<file path="src/rtl/data_memory_ctrl_if.sv">
// Request/response bundle between the MEM stage (master) and the data memory controller (slave).
interface data_memory_ctrl_if #(
  parameter int ADDR_W = 32
);
  logic              MEM_R_EN;
  logic              MEM_W_EN;
  logic [ADDR_W-1:0] Address;
  logic [31:0]       ST_val;
  logic [1:0]        size;
  logic              sign_ext;
  logic [31:0]       Mem_read_value;
  logic              rd_valid;
  logic              busy;
  logic              misaligned;

  modport master (
    output MEM_R_EN, MEM_W_EN, Address, ST_val, size, sign_ext,
    input  Mem_read_value, rd_valid, busy, misaligned
  );

  modport slave (
    input  MEM_R_EN, MEM_W_EN, Address, ST_val, size, sign_ext,
    output Mem_read_value, rd_valid, busy, misaligned
  );
endinterface

</file>
<file path="src/rtl/data_memory_ctrl.sv">
// Little-endian byte-addressed data memory with sized/extended loads, lane-masked stores,
// configurable read latency, busy stall and misalignment rejection.
module data_memory_ctrl #(
  parameter int DATA_W  = 32,
  parameter int DEPTH   = 64,
  parameter int ADDR_W  = 32,
  parameter int LATENCY = 1
) (
  input  logic              clk,
  input  logic              rst,
  data_memory_ctrl_if.slave bus
);
  localparam int IDX_W = $clog2(DEPTH);
  localparam int CNT_W = (LATENCY > 1) ? $clog2(LATENCY) : 1;

  typedef enum logic {IDLE, WAIT} state_t;

  state_t            state_q, state_d;
  logic [CNT_W-1:0]  cnt_q, cnt_d;
  logic [DATA_W-1:0] mem [DEPTH];

  logic [DATA_W-1:0] capWord_q, capWord_d;
  logic [1:0]        capLane_q, capLane_d;
  logic [1:0]        capSize_q, capSize_d;
  logic              capSext_q, capSext_d;
  logic              pendLoad_q, pendLoad_d;
  logic [DATA_W-1:0] rdData_q, rdData_d;
  logic              rdValid_q, rdValid_d;
  logic              misal_q, misal_d;

  logic [IDX_W-1:0]  wordIdx;
  logic [1:0]        lane;
  logic              isByte, isHalf, alignOk, reqAny, accept, doStore, doLoad;
  logic [3:0]        laneEn;
  logic [DATA_W-1:0] wrData;
  logic              unusedAddrBits;

  assign wordIdx        = bus.Address[IDX_W+1:2];
  assign lane           = bus.Address[1:0];
  assign unusedAddrBits = ^bus.Address[ADDR_W-1:IDX_W+2];
  assign isByte         = (bus.size == 2'b00);
  assign isHalf         = (bus.size == 2'b01);
  assign alignOk        = isByte || (isHalf && !lane[0]) || (!isByte && !isHalf && lane == 2'b00);
  assign reqAny         = bus.MEM_R_EN || bus.MEM_W_EN;
  assign accept         = (state_q == IDLE) && reqAny && alignOk;
  assign doStore        = accept && bus.MEM_W_EN;
  assign doLoad         = accept && bus.MEM_R_EN && !bus.MEM_W_EN;

  function automatic logic [DATA_W-1:0] extract(input logic [DATA_W-1:0] word,
                                                input logic [1:0] ln,
                                                input logic [1:0] sz,
                                                input logic sx);
    logic [7:0]  b;
    logic [15:0] h;
    b = word[{ln, 3'b000} +: 8];
    h = ln[1] ? word[31:16] : word[15:0];
    case (sz)
      2'b00:   extract = {{24{sx & b[7]}}, b};
      2'b01:   extract = {{16{sx & h[15]}}, h};
      default: extract = word;
    endcase
  endfunction

  // Store data is replicated across lanes so the lane mask alone selects what lands.
  always_comb begin
    laneEn = 4'b1111;
    wrData = bus.ST_val;
    case (bus.size)
      2'b00: begin
        laneEn = 4'b0001 << lane;
        wrData = {4{bus.ST_val[7:0]}};
      end
      2'b01: begin
        laneEn = lane[1] ? 4'b1100 : 4'b0011;
        wrData = {2{bus.ST_val[15:0]}};
      end
      default: ;
    endcase
  end

  always_comb begin
    state_d    = state_q;
    cnt_d      = cnt_q;
    capWord_d  = capWord_q;
    capLane_d  = capLane_q;
    capSize_d  = capSize_q;
    capSext_d  = capSext_q;
    pendLoad_d = pendLoad_q;
    rdData_d   = rdData_q;
    rdValid_d  = 1'b0;
    misal_d    = (state_q == IDLE) && reqAny && !alignOk;
    case (state_q)
      IDLE: begin
        if (accept) begin
          if (LATENCY == 1) begin
            if (doLoad) begin
              rdValid_d = 1'b1;
              rdData_d  = extract(mem[wordIdx], lane, bus.size, bus.sign_ext);
            end
          end else begin
            state_d    = WAIT;
            cnt_d      = CNT_W'(LATENCY - 1);
            pendLoad_d = doLoad;
            capWord_d  = mem[wordIdx];
            capLane_d  = lane;
            capSize_d  = bus.size;
            capSext_d  = bus.sign_ext;
          end
        end
      end
      WAIT: begin
        cnt_d = cnt_q - 1'b1;
        // The edge that leaves WAIT is the one that delivers the load result.
        if (cnt_q == CNT_W'(1)) begin
          state_d    = IDLE;
          pendLoad_d = 1'b0;
          if (pendLoad_q) begin
            rdValid_d = 1'b1;
            rdData_d  = extract(capWord_q, capLane_q, capSize_q, capSext_q);
          end
        end
      end
    endcase
  end

  always_ff @(posedge clk or posedge rst) begin
    if (rst) begin
      state_q    <= IDLE;
      cnt_q      <= '0;
      capWord_q  <= '0;
      capLane_q  <= '0;
      capSize_q  <= '0;
      capSext_q  <= 1'b0;
      pendLoad_q <= 1'b0;
      rdData_q   <= '0;
      rdValid_q  <= 1'b0;
      misal_q    <= 1'b0;
    end else begin
      state_q    <= state_d;
      cnt_q      <= cnt_d;
      capWord_q  <= capWord_d;
      capLane_q  <= capLane_d;
      capSize_q  <= capSize_d;
      capSext_q  <= capSext_d;
      pendLoad_q <= pendLoad_d;
      rdData_q   <= rdData_d;
      rdValid_q  <= rdValid_d;
      misal_q    <= misal_d;
    end
  end

  // Array contents survive reset, so a store committed at accept is never rolled back.
  always_ff @(posedge clk) begin
    if (doStore) begin
      for (int l = 0; l < 4; l++) begin
        if (laneEn[l]) mem[wordIdx][8*l +: 8] <= wrData[8*l +: 8];
      end
    end
  end

  assign bus.Mem_read_value = rdData_q;
  assign bus.rd_valid       = rdValid_q;
  assign bus.busy           = (state_q == WAIT);
  assign bus.misaligned     = misal_q;
endmodule

</file>
<file path="src/flat_wrapper.sv">
// flat-port wrapper written by rule: the top's interface ports become plain ports
module data_memory_ctrl_flat 
#(
  parameter int DATA_W  = 32,
  parameter int DEPTH   = 64,
  parameter int ADDR_W  = 32,
  parameter int LATENCY = 1
)
  (clk, rst, bus_MEM_R_EN, bus_MEM_W_EN, bus_Address, bus_ST_val, bus_size, bus_sign_ext, bus_Mem_read_value, bus_rd_valid, bus_busy, bus_misaligned);
  data_memory_ctrl_if #(.ADDR_W(ADDR_W)) bus_i ();
  input  logic clk;
  input  logic rst;
  input wire logic [$bits(bus_i.MEM_R_EN)-1:0] bus_MEM_R_EN;
  input wire logic [$bits(bus_i.MEM_W_EN)-1:0] bus_MEM_W_EN;
  input wire logic [$bits(bus_i.Address)-1:0] bus_Address;
  input wire logic [$bits(bus_i.ST_val)-1:0] bus_ST_val;
  input wire logic [$bits(bus_i.size)-1:0] bus_size;
  input wire logic [$bits(bus_i.sign_ext)-1:0] bus_sign_ext;
  output wire logic [$bits(bus_i.Mem_read_value)-1:0] bus_Mem_read_value;
  output wire logic [$bits(bus_i.rd_valid)-1:0] bus_rd_valid;
  output wire logic [$bits(bus_i.busy)-1:0] bus_busy;
  output wire logic [$bits(bus_i.misaligned)-1:0] bus_misaligned;
  assign bus_i.MEM_R_EN = bus_MEM_R_EN;
  assign bus_i.MEM_W_EN = bus_MEM_W_EN;
  assign bus_i.Address = bus_Address;
  assign bus_i.ST_val = bus_ST_val;
  assign bus_i.size = bus_size;
  assign bus_i.sign_ext = bus_sign_ext;
  assign bus_Mem_read_value = bus_i.Mem_read_value;
  assign bus_rd_valid = bus_i.rd_valid;
  assign bus_busy = bus_i.busy;
  assign bus_misaligned = bus_i.misaligned;
  data_memory_ctrl #(.DATA_W(DATA_W), .DEPTH(DEPTH), .ADDR_W(ADDR_W), .LATENCY(LATENCY)) u_core (.clk(clk), .rst(rst), .bus(bus_i));
endmodule
</file>
<file path="config.mk">
export PLATFORM = sky130hd
export DESIGN_NAME = data_memory_ctrl_flat
export DESIGN_NICKNAME = d
export VERILOG_FILES = /design/src/rtl/data_memory_ctrl_if.sv /design/src/rtl/data_memory_ctrl.sv /design/src/flat_wrapper.sv
export SDC_FILE = /design/constraint.sdc
export NUM_CORES = 2
export LEC_CHECK = 0
export CAP_MARGIN = 20
export CORE_MARGIN = 10
export CORE_UTILIZATION = 40
export CTS_CLUSTER_SIZE = 10
export DETAILED_ROUTE_END_ITERATION = 7
export PLACE_DENSITY = 0.6
export RECOVER_POWER = 25
export SLEW_MARGIN = 20
export SYNTH_ARGS = -nofsm -noshare
export SYNTH_HDL_FRONTEND = slang
export SYNTH_SLANG_ARGS = --single-unit
export TNS_END_PERCENT = 50
</file>
<file path="constraint.sdc">
create_clock -name clk -period 2.9 [get_ports clk]
set_input_delay 0.435 -clock clk [delete_from_list [all_inputs] [get_ports clk]]
set_output_delay 0.435 -clock clk [all_outputs]
set_load 0.01 [all_outputs]
</file>
==> flow_metrics.env <==
export IMPL_core_area_mm2=0.1980
export IMPL_wl_per_cell_um=34.21
export IMPL_placed_area_mm2=0.09204
export IMPL_finalHoldViolCount=0
export IMPL_die_y_um=466.9
export IMPL_hpwlAfterDp_mm=194.5
export IMPL_fin_worst_skew_ns=0.03438
export IMPL_via_per_inst=6.205
export IMPL_fillers=16219
export IMPL_slew_headroom=-0.3953
export IMPL_mostFrequentLayoutCells="edfxtp_1 (2048), buf_4 (846), a22oi_1 (484), nor2_1 (301), clkbuf_16 (231)"
export IMPL_wl_mm=282.8
export IMPL_synth_compound_area_share=0.1130
export IMPL_pre_cts_ws_ns=-1.074
export IMPL_ys_seq_elements=2084
export IMPL_critPathTopFamily="compound AO/OA/AOI/OAI gates"
export IMPL_endpoint_kind="register"
export IMPL_fin_crit_ns=2.960
export IMPL_drv_slew=290
export IMPL_power_density_mw_per_mm2=650.7
export IMPL_ys_warn_count=0
export IMPL_syn_to_final_growth_pct=22.95
export IMPL_seq_area_mm2=0.06240
export IMPL_cp_required_ns=3.64
export IMPL_ant_nets=0
export IMPL_drive_above_1_share=0.2626
export IMPL_slowest_stage="mux4_2"
export IMPL_io_pins=106
export IMPL_grt_max_degree=67
export IMPL_critPathKind="reg -> reg"
export IMPL_htreeDepth=4
export IMPL_rsz0062_at_grt="yes"
export IMPL_cp_arrival_ns=3.70
export IMPL_synthArstFlopShare=0.01727
export IMPL_setup_violations=17
export IMPL_synthAdderAreaFrac=0
export IMPL_fin_crit_sh=1.021
export IMPL_critPathLaunchType="register"
export IMPL_stdcell_count=8267
export IMPL_grt_pass1_wl_mm=391.4
export IMPL_max_freq_mhz=337.9
export IMPL_syn_avg_cell_area_um2=17.50
export IMPL_chipWidth_um=466.9
export IMPL_drtIter0Drc=7648
export IMPL_r2r_start="u_core.mem[45][15]$_DFFE_PP_"
export IMPL_layout_nets=5638
export IMPL_cap_violations=7
export IMPL_antenna_found_initial=5
export IMPL_status="complete, but fails checks"
export IMPL_gp_congestion=0.9513
export IMPL_drtPass1Iterations=7
export IMPL_tns_ns=-0.5566
export IMPL_dieArea_mm2=0.2180
export IMPL_synth_cells=4566
export IMPL_critPathLaunch="u_core.mem[45][15]$_DFFE_PP_"
export IMPL_root_buffer="clkbuf_16"
export IMPL_p_leak_nw=32.34
export IMPL_num_rows=163
export IMPL_vias=51300
export IMPL_cts_inserted_buffers=229
export IMPL_start_util=0.4034
export IMPL_layout_cells_most_common="edfxtp_1"
export IMPL_total_power_w=0.06392
export IMPL_hp_class="in -> reg"
export IMPL_synth_top_family_by_area="compound AO/OA/AOI/OAI gates"
export IMPL_path_clk_slew_ns=0.06
export IMPL_ctsLongestPathBuffers=3
export IMPL_peakVddDrop_v=0.0005418
export IMPL_grt_pass1_vias=50104
export IMPL_io_buffer_count=81
export IMPL_worstMarginPinSlew_ns=2.093
export IMPL_critPathMaxFanout=8
export IMPL_yosys_area_share_simple=0.04033
export IMPL_synth_nets=4637
export IMPL_ys_flop_type="edfxtp_1"
export IMPL_clock_sinks=2084
export IMPL_ys_types=93
export IMPL_drc=0
export IMPL_yosys_area_share_xor_xnor=0.0003289
export IMPL_crit_path_max_incr_delay_ns=0.52
export IMPL_violations="capacitance limit, slew limit, setup timing"
export IMPL_design_area_mm2=0.09823
export IMPL_globalRouteTotalUtil=0.2518
export IMPL_dp_cells=7971
export IMPL_seq_area_frac_synth=0.7811
export IMPL_hp_start="bus_ST_val[3]"
export IMPL_cts_tree="done"
export IMPL_cp_cell_sequence="mux4_2 -> mux2i_1 -> buf_4 -> o211ai_1 -> a211o_1 -> buf_4 -> nor3_4 -> o22a_4 -> a31oi_4 -> a221o_1"
export IMPL_cp_common_cell="buf_4"
export IMPL_clk_latency_ns=0.86
export IMPL_overflow=0
export IMPL_fin_ws_ns=-0.05968
export IMPL_synth_mux_area_frac=0.04277
export IMPL_netlist_area_mm2=0.07989
export IMPL_synth_edf_count=2048
export IMPL_critPathBufInv=2
export IMPL_multiInputGateArea_mm2=0.01606
## per-stage QoR
stage               hold slack [ns]  utilization
floorplan                    0.4221            -
global placement             0.4355       0.4648
detailed placement           0.4446       0.4648
CTS                         0.03729       0.4970
global route                0.08306       0.4960
finish                       0.1179       0.4960
## state kept, by name, summed over array words and instances, names as in the netlist
| signal | flops |
|---|---|
| u_core.mem | 2048 |
| u_core.bus.busy | 1 |
| u_core.bus.rd_valid | 1 |
| u_core.cnt_q | 1 |
| u_core.bus.misaligned | 1 |
| u_core.bus.Mem_read_value | 32 |
## layout make-up
type / instances / area share
flip-flops and latches: 2084 / 0.6352
multi-input cells: 2138 / 0.1635
repair buffers: 1100 / 0.1034
clock buffers: 268 / 0.06036
well taps: 2640 / 0.03363
clock inverters: 20 / 0.003172
inverters: 14 / 0.0005477
diodes: 3 / 0.00007643
## synthesized netlist by cell type (14+ instances only)
cell	number	area [µm²]
nor2_1	318	1194
a31oi_1	63	394.1
buf_2	133	665.6
clkbuf_1	116	435.4
o22ai_1	37	231.5
buf_1	25	93.84
nand2_1	154	578.1
mux2i_1	143	1431
a221oi_1	139	1217
nand3_1	34	170.2
mux2_2	88	991.0
a222oi_1	15	150.1
a21oi_1	65	325.3
buf_4	34	255.2
dfrtp_1	36	900.9
nand4_1	31	193.9
a41oi_1	32	280.3
edfxtp_1	2048	61500
a22o_1	86	753.2
buf_6	17	191.4
o2bb2ai_1	15	131.4
a221o_1	37	370.4
o21ai_0	73	365.4
mux4_2	34	765.7
a211o_1	14	122.6
a22oi_1	484	3633
nor3_1	21	105.1
## final timing paths
kind | slack (ns) | depth (start not counted) | end
setup / recovery | -0.06 | 10 | u_core.bus.Mem_read_value[17]$_DFFE_PP0P_
max in group asynchronous | 1.37 | 4 | u_core.bus.Mem_read_value[9]$_DFFE_PP0P_
hold / removal | 0.12 | 2 | u_core.mem[14][3]$_DFFE_PP_
min in group asynchronous | 0.89 | 4 | u_core.bus.Mem_read_value[23]$_DFFE_PP0P_
setup reg to reg | -0.06 | 10 | u_core.bus.Mem_read_value[17]$_DFFE_PP0P_
hold reg to reg | 0.47 | 1 | u_core.bus.busy$_DFF_PP0_
## routing by layer
layer / global-route usage / routed length (µm) / up-vias
met5: 0 / 23 / -
met4: 0.1153 / 15450 / 4
met3: 0.06677 / 33370 / 647
met2: 0.3908 / 128700 / 3481
met1: 0.3311 / 105200 / 26417
li1: - / - / 20751
## where the power goes
part	internal (W)	switching, W	leakage, nW
logic	0.00175	0.00312	10.6
clock network	0.0144	0.0111	3.03
registers	0.0335	0.000100	18.7
## kinds of logic after synthesis
logic type | count (synthesis)
flops | 2084
compound gates | 1175
simple gates | 682
buf+inv | 345
mux | 277
xor+xnor | 3
## repair_timing
action                                  in CTS  in global routing
setup buffers                                2                  1
pin swaps                                   18                  9
endpoints found under the setup margin      28                 27
hold buffers                                 2                  0
gates cloned                                 1                  0
resized for setup                           14                 13
hold endpoints to repair                    37                  0
No activity file was read; power rests on OpenSTA's default activity.
